File: config.mk
export PLATFORM = sky130hd
export DESIGN_NAME = fetch_predictor
export DESIGN_NICKNAME = d
export VERILOG_FILES = /design/src/rtl/fetch_predictor.sv
export SDC_FILE = /design/constraint.sdc
export NUM_CORES = 1
export LEC_CHECK = 0
export ABC_CLOCK_PERIOD_IN_PS = 4670
export CAP_MARGIN = 20
export CORE_MARGIN = 8
export CORE_UTILIZATION = 48
export CTS_CLUSTER_DIAMETER = 40
export DETAILED_ROUTE_END_ITERATION = 12
export PLACE_DENSITY_LB_ADDON = 0.3
export REMOVE_ABC_BUFFERS = 1
export SYNTH_ARGS = -nofsm -noshare
export SYNTH_HDL_FRONTEND = slang
export SYNTH_SLANG_ARGS = --single-unit
File: constraint.sdc
create_clock -name clk -period 4.67 [get_ports clk]
set_input_delay 0.467 -clock clk [delete_from_list [all_inputs] [get_ports clk]]
set_output_delay 0.467 -clock clk [all_outputs]
set_load 0.005 [all_outputs]
File: src/rtl/fetch_predictor.sv
// IF-stage PC generator with a direct-mapped BTB and 2-bit direction counters.
// Optional statistics counters are built only when BHT_STATS_EN is defined.
module fetch_predictor #(
    parameter int                ADDR_W   = 10,
    parameter int                IDX_W    = 3,
    parameter logic [ADDR_W-1:0] RESET_PC = '0
) (
    input  logic              clk,
    input  logic              rst,
    input  logic              en,
    input  logic              redirect,
    input  logic [ADDR_W-1:0] redirect_pc,
    input  logic              upd_valid,
    input  logic [ADDR_W-1:0] upd_pc,
    input  logic              upd_taken,
    input  logic [ADDR_W-1:0] upd_target,
    output logic [ADDR_W-1:0] pc,
    output logic [ADDR_W-1:0] pc_4,
    output logic [ADDR_W-1:0] pc_guessed,
    output logic [1:0]        bht_state,
    output logic [31:0]       stat_lookups,
    output logic [31:0]       stat_mispred
);

    localparam int ENTRIES = 1 << IDX_W;
    localparam int TAG_W   = ADDR_W - IDX_W;

    logic [ENTRIES-1:0] tbl_valid;
    logic [TAG_W-1:0]   tbl_tag    [ENTRIES];
    logic [ADDR_W-1:0]  tbl_target [ENTRIES];
    logic [1:0]         tbl_cnt    [ENTRIES];

    logic [IDX_W-1:0] look_idx;
    logic [TAG_W-1:0] look_tag;
    logic             look_hit;
    logic [IDX_W-1:0] upd_idx;
    logic [TAG_W-1:0] upd_tag;
    logic             upd_hit;

    // Lookup reads the registered table, so a same-cycle update is seen next cycle.
    assign look_idx   = pc[IDX_W-1:0];
    assign look_tag   = pc[ADDR_W-1:IDX_W];
    assign look_hit   = tbl_valid[look_idx] && (tbl_tag[look_idx] == look_tag);
    assign pc_4       = pc + ADDR_W'(1);
    assign pc_guessed = (look_hit && tbl_cnt[look_idx][1]) ? tbl_target[look_idx] : pc_4;
    assign bht_state  = look_hit ? tbl_cnt[look_idx] : 2'b00;

    assign upd_idx = upd_pc[IDX_W-1:0];
    assign upd_tag = upd_pc[ADDR_W-1:IDX_W];
    assign upd_hit = tbl_valid[upd_idx] && (tbl_tag[upd_idx] == upd_tag);

    always_ff @(posedge clk or posedge rst) begin
        if (rst) begin
            pc <= RESET_PC;
        end else if (redirect) begin
            pc <= redirect_pc;
        end else if (en) begin
            pc <= pc_guessed;
        end
    end

    always_ff @(posedge clk or posedge rst) begin
        if (rst) begin
            tbl_valid <= '0;
            for (int i = 0; i < ENTRIES; i++) begin
                tbl_tag[i]    <= '0;
                tbl_target[i] <= '0;
                tbl_cnt[i]    <= 2'b00;
            end
        end else if (upd_valid) begin
            if (upd_hit) begin
                if (upd_taken) begin
                    if (tbl_cnt[upd_idx] != 2'b11) begin
                        tbl_cnt[upd_idx] <= tbl_cnt[upd_idx] + 2'b01;
                    end
                    tbl_target[upd_idx] <= upd_target;
                end else if (tbl_cnt[upd_idx] != 2'b00) begin
                    tbl_cnt[upd_idx] <= tbl_cnt[upd_idx] - 2'b01;
                end
            end else if (upd_taken) begin
                // Taken miss replaces whatever occupies the slot, starting weakly taken.
                tbl_valid[upd_idx]  <= 1'b1;
                tbl_tag[upd_idx]    <= upd_tag;
                tbl_target[upd_idx] <= upd_target;
                tbl_cnt[upd_idx]    <= 2'b10;
            end
        end
    end

`ifdef BHT_STATS_EN
    always_ff @(posedge clk or posedge rst) begin
        if (rst) begin
            stat_lookups <= 32'd0;
            stat_mispred <= 32'd0;
        end else begin
            if (en && !redirect) begin
                stat_lookups <= stat_lookups + 32'd1;
            end
            if (redirect) begin
                stat_mispred <= stat_mispred + 32'd1;
            end
        end
    end
`else
    assign stat_lookups = 32'd0;
    assign stat_mispred = 32'd0;
`endif

endmodule

Yosys cells after proc, flatten, opt, wreduce, memory -nomap -nowiden
Index checks and enable logic that the tools add are counted.
{"block": "totals", "ff_bits": 170, "latchBits": 0, "ramBits": 0, "rom_bits": 0, "in_bits": 36, "out_inout_bits": 96, "wordCells": 98, "memories": 0}
{"block": "op_classes", "add_sub_neg": 3, "multipliers": 0, "n_div": 0, "magnitude_cmp": 6, "n_eq_ne": 4, "n_shift": 0, "mux": 40, "bitwise_logic": 7, "n_reduce_logical": 12}
{"op": "$bwmux 80", "count": 1}
{"op": "$mux 16", "count": 5}
{"op": "$mux 10", "count": 6}
{"op": "$bwmux 56", "count": 1}
{"op": "$bmux 7 s3", "count": 2}
{"op": "$mux 7", "count": 5}
{"op": "$bwmux 16", "count": 2}
{"op": "$bmux 10 s3", "count": 1}
{"op": "$demux 10 s3", "count": 1}
{"op": "$demux 7 s3", "count": 1}
{"op": "$or 8x8->8", "count": 2}
{"op": "$eq 7x7->1", "count": 2}
{"op": "$bmux 2 s3", "count": 2}
{"op": "$mux 2", "count": 6}
{"op": "$add 10x1->10 const B", "count": 1}
{"op": "$and 8x8->8", "count": 1}
{"op": "$ge 4x4->1 const B", "count": 2}
{"op": "$lt 3x4->1 const B", "count": 2}
{"op": "$not 3->4", "count": 2}
{"op": "$not 8->8", "count": 1}
{"op": "$reduce_bool 2->1", "count": 4}
{"op": "$bmux 1 s3", "count": 2}
{"op": "$demux 2 s3", "count": 1}
{"op": "$logic_and 1x1->1", "count": 5}
{"op": "12 further kinds", "count": 14}

Longest topological paths before layout
Gate-level depths: netlist of the first run.
{"block": "logic_depth", "ltp_word": 10, "ltp_mapped": 16, "depth_no_buf": 11}

Worst setup path before layout of the first run
Ideal clock, no wire load.
{"block": "synth_timing", "path_kind": "input to register", "start": "in upd_pc[2]", "end": "reg tbl_cnt[10] (netlist name)", "setup_ps": 125, "arrival_ps": 3432, "required_time_ps": 4545, "path_slack_ps": 1113, "path_stages": 15, "n_path_buf": 5, "cell_sequence": "buf_6 -> buf_4 -> buf_2 -> buf_2 -> buf_1 -> mux2_2 -> a22oi_1 -> nor2_1 -> a2111oi_0 -> inv_1 -> ha_1 -> nand4_1 -> a2111oi_4 -> o22ai_1 -> mux2_2"}
{"block": "synth_via", "elab_chain_len": 9, "elab_cells_between_ends": 33, "classes_between": "add/sub (2); order compare (2); eq/ne (3); mux (17); bitwise (3); reduce/logical (6)"}
{"item": "from (decl)", "line_no": "14", "source": "input logic [ADDR_W-1:0] upd_pc,"}
{"item": "$not 3->4 (not written as such)"}
{"item": "$bmux 2 s3 (tied with other cells)"}
{"item": "$mux 2 (not written as such) / $logic_and 1x1->1 (equally long branches)"}
{"item": "$mux 2, on equally long branches"}
{"item": "$sub 2x1->2 (tied with other cells)", "line_no": "78", "source": "tbl_cnt[upd_idx] <= tbl_cnt[upd_idx] - 2'b01;"}
{"item": "$bwmux 16 (tied with other cells)", "line_no": "78"}
{"item": "$mux 16 (tied with other cells)", "line_no": "77", "source": "end else if (tbl_cnt[upd_idx] != 2'b00) begin"}
{"item": "$mux 16, on equally long branches", "line_no": "72, 80"}
{"item": "$mux 16", "line_no": "71", "source": "if (upd_hit) begin"}
{"item": "to (signal, indexed assignment)", "line_no": "74", "source": "tbl_cnt[upd_idx] <= tbl_cnt[upd_idx] + 2'b01;"}
{"item": "to (signal, indexed assignment)", "line_no": "78"}
{"item": "to (decl)", "line_no": "31", "source": "logic [1:0] tbl_cnt [ENTRIES];"}
Parallel ways exist; a longest one is shown, timed or not. The select of a mux whose other input is x is not followed.
A chain may end at the register's enable or synchronous reset.

Worst setup path after layout of the first run
{"block": "layout_timing", "start": "reg pc[0]", "end": "out pc_guessed[2]"}
{"block": "layout_via", "elab_chain_len": 8, "elab_cells_between_ends": 17, "classes_between": "add/sub (1); eq/ne (1); mux (12); bitwise (1); reduce/logical (2)"}
{"item": "from (decl)", "line_no": "17", "source": "output logic [ADDR_W-1:0] pc,"}
{"item": "from (signal assigned)", "line_no": "56", "source": "pc <= redirect_pc;"}
{"item": "from (signal assigned)", "line_no": "58", "source": "pc <= pc_guessed;"}
{"item": "$not 3->4 (not written as such)", "line_no": "43, 45"}
{"item": "$bmux 7 s3", "line_no": "43", "source": "assign look_hit = tbl_valid[look_idx] && (tbl_tag[look_idx] == look_tag);"}
{"item": "$mux 7 (not written as such) (2 in a row)", "line_no": "43"}
{"item": "$eq 7x7->1", "line_no": "43"}
{"item": "$logic_and 1x1->1", "line_no": "43"}
{"item": "$logic_and 1x1->1", "line_no": "45", "source": "assign pc_guessed = (look_hit && tbl_cnt[look_idx][1]) ? tbl_target[look_idx] : pc_4;"}
{"item": "$mux 10 (*)", "line_no": "45"}
{"item": "to (decl)", "line_no": "19", "source": "output logic [ADDR_W-1:0] pc_guessed,"}
Mark *: on every way between the ends. The rest lies on a longest branch, timed or not. The select of a mux whose other input is x is not followed.

==> results.md, run 1 <==
- Status: finished clean
- Reg2Reg Setup Slack: 1220 ps
- Fill count: 1582
- Clock Latency Late Sink: 430 ps
- Cell variety after synth: 51
- Startpoint types: flop
- Tmin final: 4190 ps
- FF/Latch Area: 4260 um^2
- DR pass1 iterations: 5
- First-pass GRT wire length: 37.7 mm
- Port buffer count: 67
- Via count: 6305
- Number of DRC markers in iteration 0: 553
- Main synth FF type: dfrtp_1
- Largest net degree at the start of global routing: 91
- Post-route setup TNS: 0 ps
- Critical path cell sequence: buf_4 > mux4_2 > xnor2_1 > nand2_1 > o21ai_0 > nand3_1 > nor2_2 > a21oi_1 > clkdlybuf4s50_1
- Layout cells sized above 1: 34.3%
- Routed wl met3: 1.88 mm
- Sequential Power Share: 44.8%
- Clock power frac: 30.2%
- Most frequent cells in the layout: dfrtp_1 (168), mux2_2 (152), clkdlybuf4s50_1 (66)
- Nets: 838
- Hold crit path type: reg2reg
- Top Family by Delay on Critical Path: buffers and inverters
- DR DRC count: 0
- Critical path class: reg2out
- Final wirelength: 24.1 mm
- Cell internal pwr: 3.24 mW
- Final setup viols: 0
- Area delta synth->final: 13.5%
- Worst-path fanout max: 14
- Logic pwr share: 25.0%
- Critical path origin: pc[0]
- Maximum clock rate: 239 MHz
- Highest Signal Layer: met5
- Post-synth top area cell: dfrtp_1
- Seq/Total Area, Yosys: 44.4%
- Placed Instances: 1044
- Reg2Reg Launch Point: tbl_tag[14]
- Slowest cell on crit path: dfrtp_2
- Synth async-reset ratio: 100%
- Gpl congestion: 0.881
- H-Tree Depth: 4
- PD cells: 416 nW/um^2
- Final Hold Viols: 0
- Syn_area_per_cell: 13.0 um^2
- Pleak: 4.51 nW
- WL/cell: 22.4 um
- Routed vias/inst: 5.86
- Die Y: 157 um
- Number of flops mapped to enable cells by yosys: 0
- CP arrival: 3720 ps
- Post-Syn Instances: 740
- Leading cell type in the layout, fill and taps excluded: dfrtp_1
- Total Die Area: 24800 um^2
- Clk sink count: 170
- Area used by multi-input combinational logic: 4830 um^2
- Cell Count, Final, Fillers Out: 1076
- CP Buf/Inv Count: 2
- Root buffer cell: clkbuf_16
- Slew margin rel.: 37.5%
- Flops & latches, synth: 170
- Final Cycle Share: 89.7%
- CP Capture Type: primary output
- Post-synthesis instance area: 9590 um^2
- IO Count: 132
- Clk pin slew, worst setup/hold paths: 60 ps
- Vias in the first global route: 6623
- Max clock buf depth: 2
- GRT overflow: 0
- Worst stage delay on the critical path: 620 ps
- TritonCTS clock tree: done
- Metal2 WL: 11.6 mm
- Hold path start: tbl_valid[6]
- Diode count: 0
- Synth area leaders: dfrtp_1 (44%), mux2_2 (18%), mux4_2 (12%)
- HPWL after detailed placement: 17.2 mm
- Core area: 19500 um^2
- Max Transition Viols Final: 0
- Psw: 1.29 mW
- Yosys warning count: 0
- Met1 wire length: 9.95 mm
- Cts hold-fix bufs: 0
- RSZ-0062 raised after global routing: no
- Critical Path RT: 4200 ps
- Worst-margin pin slew: 932 ps
- Max-cap violations: 0
- Num CTS Buffers: 17
- Top-area cell type share of the netlist area: 44.4%
- Initial antenna violation count: 1
- Starting Density: 49.1%
- GRT Resource Usage Total: 19.8%
- Clock skew: 10.6 ps
- Routed Antenna Nets: 0
- Row cnt: 51
- Switch share: 28.6%
- Die X: 157 um
- Worst VDD drop: 0.233 mV
[per-layer routing]
metal / vias up / GRT usage [%]
met5: - / 0
met4: 2 / 7.43
met3: 48 / 4.30
met2: 276 / 32.6
met1: 3280 / 25.1
li1: 2699 / -
[state kept, by name (all words and copies together) (netlist names)]
| name | flops |
|---|---|
| tbl_tag | 56 |
| tbl_cnt | 16 |
| tbl_target | 80 |
| pc | 10 |
| tbl_valid | 8 |
[through the flow]
step,hold slack [ps],utilization (%),setup slack (ps),cell area (um^2),total power [mW]
finish,499,55.7,483,10900,4.53
floorplan,457,-,-400,9120,2.75
global route,511,55.7,313,10900,4.73
global placement,481,52.8,452,10300,3.11
CTS,502,55.7,136,10900,4.55
detailed placement,488,52.8,396,10300,3.17
[synthesized netlist by cell type (13+ instances only)]
cell and count:
nand3_1 16, nor2b_1 15, clkbuf_1 19, nor2_1 21
mux2i_1 30, mux4_2 50, mux2_2 152, dfrtp_1 170
nand2_1 15, xnor2_1 15, buf_1 15, buf_4 67
o21ai_0 13
[power by group through the flow]
stage	logic, mW	registers [mW]	clock network, mW
after detailed placement	1.12	2.05	0
after CTS	1.13	2.02	1.39
after global placement	1.09	2.02	0
after floorplan	0.774	1.98	0
final	1.13	2.03	1.37
after global routing	1.22	2.06	1.45
[logic make-up (layout without fill, tap and decap cells)]
kind of cell               count (synthesis)  count (layout)  synth area share, %
AOI/OAI and AO/OA                         63              63                 4.88
xor gates and xnor gates                  22              22                 2.01
adders and majority gates                  3               3                0.392
buffers and inverters                    121             129                 7.70
DFF                                      170             170                 44.4
muxes                                    236             236                 33.2
other                                      1              64               0.0391
and+or+nand+nor                          124             124                 7.36
[worst paths after layout]
kind,endpoint,depth (start not counted)
worst max-delay path,pc_guessed[2],9
worst min-delay path,tbl_valid[6],1
worst max register to register,tbl_tag[32],8
worst min register to register,tbl_valid[6],1
max in group asynchronous,pc[1],3
min in group asynchronous,tbl_cnt[10],2
[cell type report]
cell class              instances  area share, %
repair buffers                 89           7.86
multi-input cells             512           44.4
clock buffers                  23           4.48
well taps                     265           3.05
flip-flops and latches        170           39.1
inverters                       9          0.356
clock inverters                 8          0.770
[repair_timing]
item                                    4_1_cts  5_1_grt
endpoints found under the setup margin        0        2
setup buffers                                 0        1
resized for setup                             0        0
Note: power is estimated with default switching activity, not from simulation.
==> run 2: changes to the inputs <==
--- a/config.mk
+++ b/config.mk
@@ -5,13 +5,14 @@
 export SDC_FILE = /design/constraint.sdc
 export NUM_CORES = 1
 export LEC_CHECK = 0
-export ABC_CLOCK_PERIOD_IN_PS = 4670
+export ABC_CLOCK_PERIOD_IN_PS = 4400
 export CAP_MARGIN = 20
 export CORE_MARGIN = 8
 export CORE_UTILIZATION = 48
 export CTS_CLUSTER_DIAMETER = 40
 export DETAILED_ROUTE_END_ITERATION = 12
 export PLACE_DENSITY_LB_ADDON = 0.3
+export RECOVER_POWER = 50
 export REMOVE_ABC_BUFFERS = 1
 export SYNTH_ARGS = -nofsm -noshare
 export SYNTH_HDL_FRONTEND = slang
==> constraint.sdc (replaced) <==
create_clock -name clk -period 4.4 [get_ports clk]
set_input_delay 0.44 -clock clk [delete_from_list [all_inputs] [get_ports clk]]
set_output_delay 0.44 -clock clk [all_outputs]
set_load 0.005 [all_outputs]
==> run 2 against run 1 <==
Net effect: the flow now finishes with violations (capacitance limit, slew limit); non-clock buffer count up 2; critical path depth up 2; largest cell class unchanged; core utilization increased by 0.26 points; first-iteration DRC count increased by 13%.
==> results.md, run 2 (synthesis gave the netlist of run 1 again) <==
- Core area: 19500 um^2
- Cts hold-fix bufs: 0
- Initial antenna violation count: 1
- Slew margin rel.: -51.1%
- Max-cap violations: 1
- Final Hold Viols: 0
- Die Y: 157 um
- WL/cell: 23.0 um
- Vias in the first global route: 6652
- Routed vias/inst: 5.95
- Worst-path fanout max: 12
- Setup ws final: 256 ps
- Psw: 1.44 mW
- Clock Latency Late Sink: 430 ps
- Most frequent cells in the layout: dfrtp_1 (168), mux2_2 (152), conb_1 (64)
- Worst-margin pin slew: 2270 ps
- Hold crit path type: reg2reg
- Area delta synth->final: 14.1%
- Largest registers: tbl_target: 80 flops, tbl_tag: 56 flops, tbl_cnt: 16 flops
- Top reg by flops: tbl_target
- Total Die Area: 24800 um^2
- Num CTS Buffers: 17
- HPWL after detailed placement: 18.0 mm
- Post-route setup TNS: 0 ps
- TritonCTS clock tree: done
- Max clock buf depth: 2
- Root buffer cell: clkbuf_16
- DR pass1 iterations: 5
- Nets: 840
- CP arrival: 3700 ps
- GRT overflow: 0
- Row cnt: 51
- Clock skew: 8.91 ps
- Tmin final: 4140 ps
- Clk pin slew, worst setup/hold paths: 70 ps
- RSZ-0062 raised after global routing: no
- Status: complete, but fails checks
- Diode count: 0
- Maximum clock rate: 241 MHz
- Max FFs per register: 80
- Failing checks: capacitance limit, slew limit
- Die X: 157 um
- Final setup viols: 0
- Layout cells sized above 1: 34.6%
- IO Count: 132
- Post-CTS resize count: 0
- Via count: 6423
- Fill count: 1571
- Critical path class: reg2out
- Largest net degree at the start of global routing: 108
- Clk sink count: 170
- Gpl congestion: 0.959
- Switch share: 29.6%
- PD cells: 447 nW/um^2
- First-pass GRT wire length: 38.5 mm
- H-Tree Depth: 4
- Starting Density: 49.1%
- Final Cycle Share: 94.2%
- CP Capture Type: primary output
- Critical Path RT: 3960 ps
- Number of DRC markers in iteration 0: 623
- Clock power frac: 31.0%
- Post-CTS Setup Repair Bufs: 0
- DR DRC count: 0
- Cell internal pwr: 3.44 mW
- Routed Antenna Nets: 0
- Post-placement setup slack: 343 ps
- GRT Resource Usage Total: 20.5%
- Pleak: 4.56 nW
- Leading cell type in the layout, fill and taps excluded: dfrtp_1
- Final wirelength: 24.8 mm
- Port buffer count: 67
- Max Transition Viols Final: 107
- Startpoint types: flop
- Sequential Power Share: 44.3%
- Worst VDD drop: 0.245 mV
- Logic pwr share: 24.7%
-- run 2: cell count changes in the layout (fill, tap and decap cells not counted) --
cell / change
inv_6: -1
clkinv_2: +1
clkinv_8: +1
inv_8: +3
dlygate4sd3_1: +9
clkbuf_8: -1
clkinv_4: +2
clkbuf_1: -1
buf_12: +1
clkdlybuf4s50_1: -9
clkinvlp_4: -2
-- run 2: cell type report --
cell class	instances	area (um^2)	area share [%]
Tap cell	265	332	3.03
Sequential cell	170	4260	38.9
Timing Repair Buffer	91	880	8.04
Multi-Input combinational cell	512	4830	44.2
Clock inverter	12	134	1.22
Clock buffer	20	467	4.27
Inverter	9	37.5	0.343
-- run 2: through the flow --
step	total power, mW	instances	hold slack (ps)	area, um^2	util, %
floorplan	2.92	691	457	9120	-
global placement	3.32	1046	481	10300	52.9
detailed placement	3.38	1046	488	10300	52.9
CTS	4.90	1078	503	10900	56.0
global route	5.11	1079	513	10900	56.0
finish	4.88	1079	500	10900	56.0
-- run 2: final timing paths --
| kind | start | to | slack, ps | depth (start not counted) |
|---|---|---|---|---|
| setup / recovery | pc[0] | pc_guessed[7] | 260 | 11 |
| hold / removal | tbl_target[59] | tbl_target[59] | 500 | 1 |
| setup reg to reg | tbl_tag[14] | tbl_tag[23] | 1070 | 9 |
| hold reg to reg | tbl_target[59] | tbl_target[59] | 500 | 1 |
| max in group asynchronous | rst | tbl_valid[3] | 2040 | 2 |
| min in group asynchronous | rst | tbl_cnt[10] | 1170 | 2 |
-- run 2: power groups by stage --
| stage | clock [mW] | combinational [mW] | sequential, mW |
|---|---|---|---|
| after global placement | 0 | 1.16 | 2.16 |
| final | 1.51 | 1.20 | 2.17 |
| after CTS | 1.54 | 1.21 | 2.16 |
| after detailed placement | 0 | 1.20 | 2.19 |
| after floorplan | 0 | 0.821 | 2.10 |
| after global routing | 1.61 | 1.30 | 2.20 |
-- run 2: metal layers --
| layer | track usage [%] | share of wire (%) |
|---|---|---|
| met5 | 0 | 0.056 |
| met3 | 4.99 | 8.6 |
| met2 | 34.1 | 49 |
| met1 | 25.1 | 40 |
| met4 | 8.07 | 2.4 |
-- run 2: worst max-delay path, stage by stage, from the launching register on --
cell,delay [ps]
dfrtp_2,610
buf_4,260
buf_4,170
mux4_2,500
mux2i_1,200
xnor2_1,100
nor2_1,150
nand4b_1,120
buf_4,190
nor2b_1,140
a21oi_1,270
clkdlybuf4s50_1,570
==> run 3: changes to the inputs <==
--- a/config.mk
+++ b/config.mk
@@ -14,6 +14,7 @@
 export PLACE_DENSITY_LB_ADDON = 0.3
 export RECOVER_POWER = 50
 export REMOVE_ABC_BUFFERS = 1
+export SLEW_MARGIN = 20
 export SYNTH_ARGS = -nofsm -noshare
 export SYNTH_HDL_FRONTEND = slang
 export SYNTH_SLANG_ARGS = --single-unit
==> results of run 3 <==
No change in the layout: final DEF, timing and power equal those of run 2.
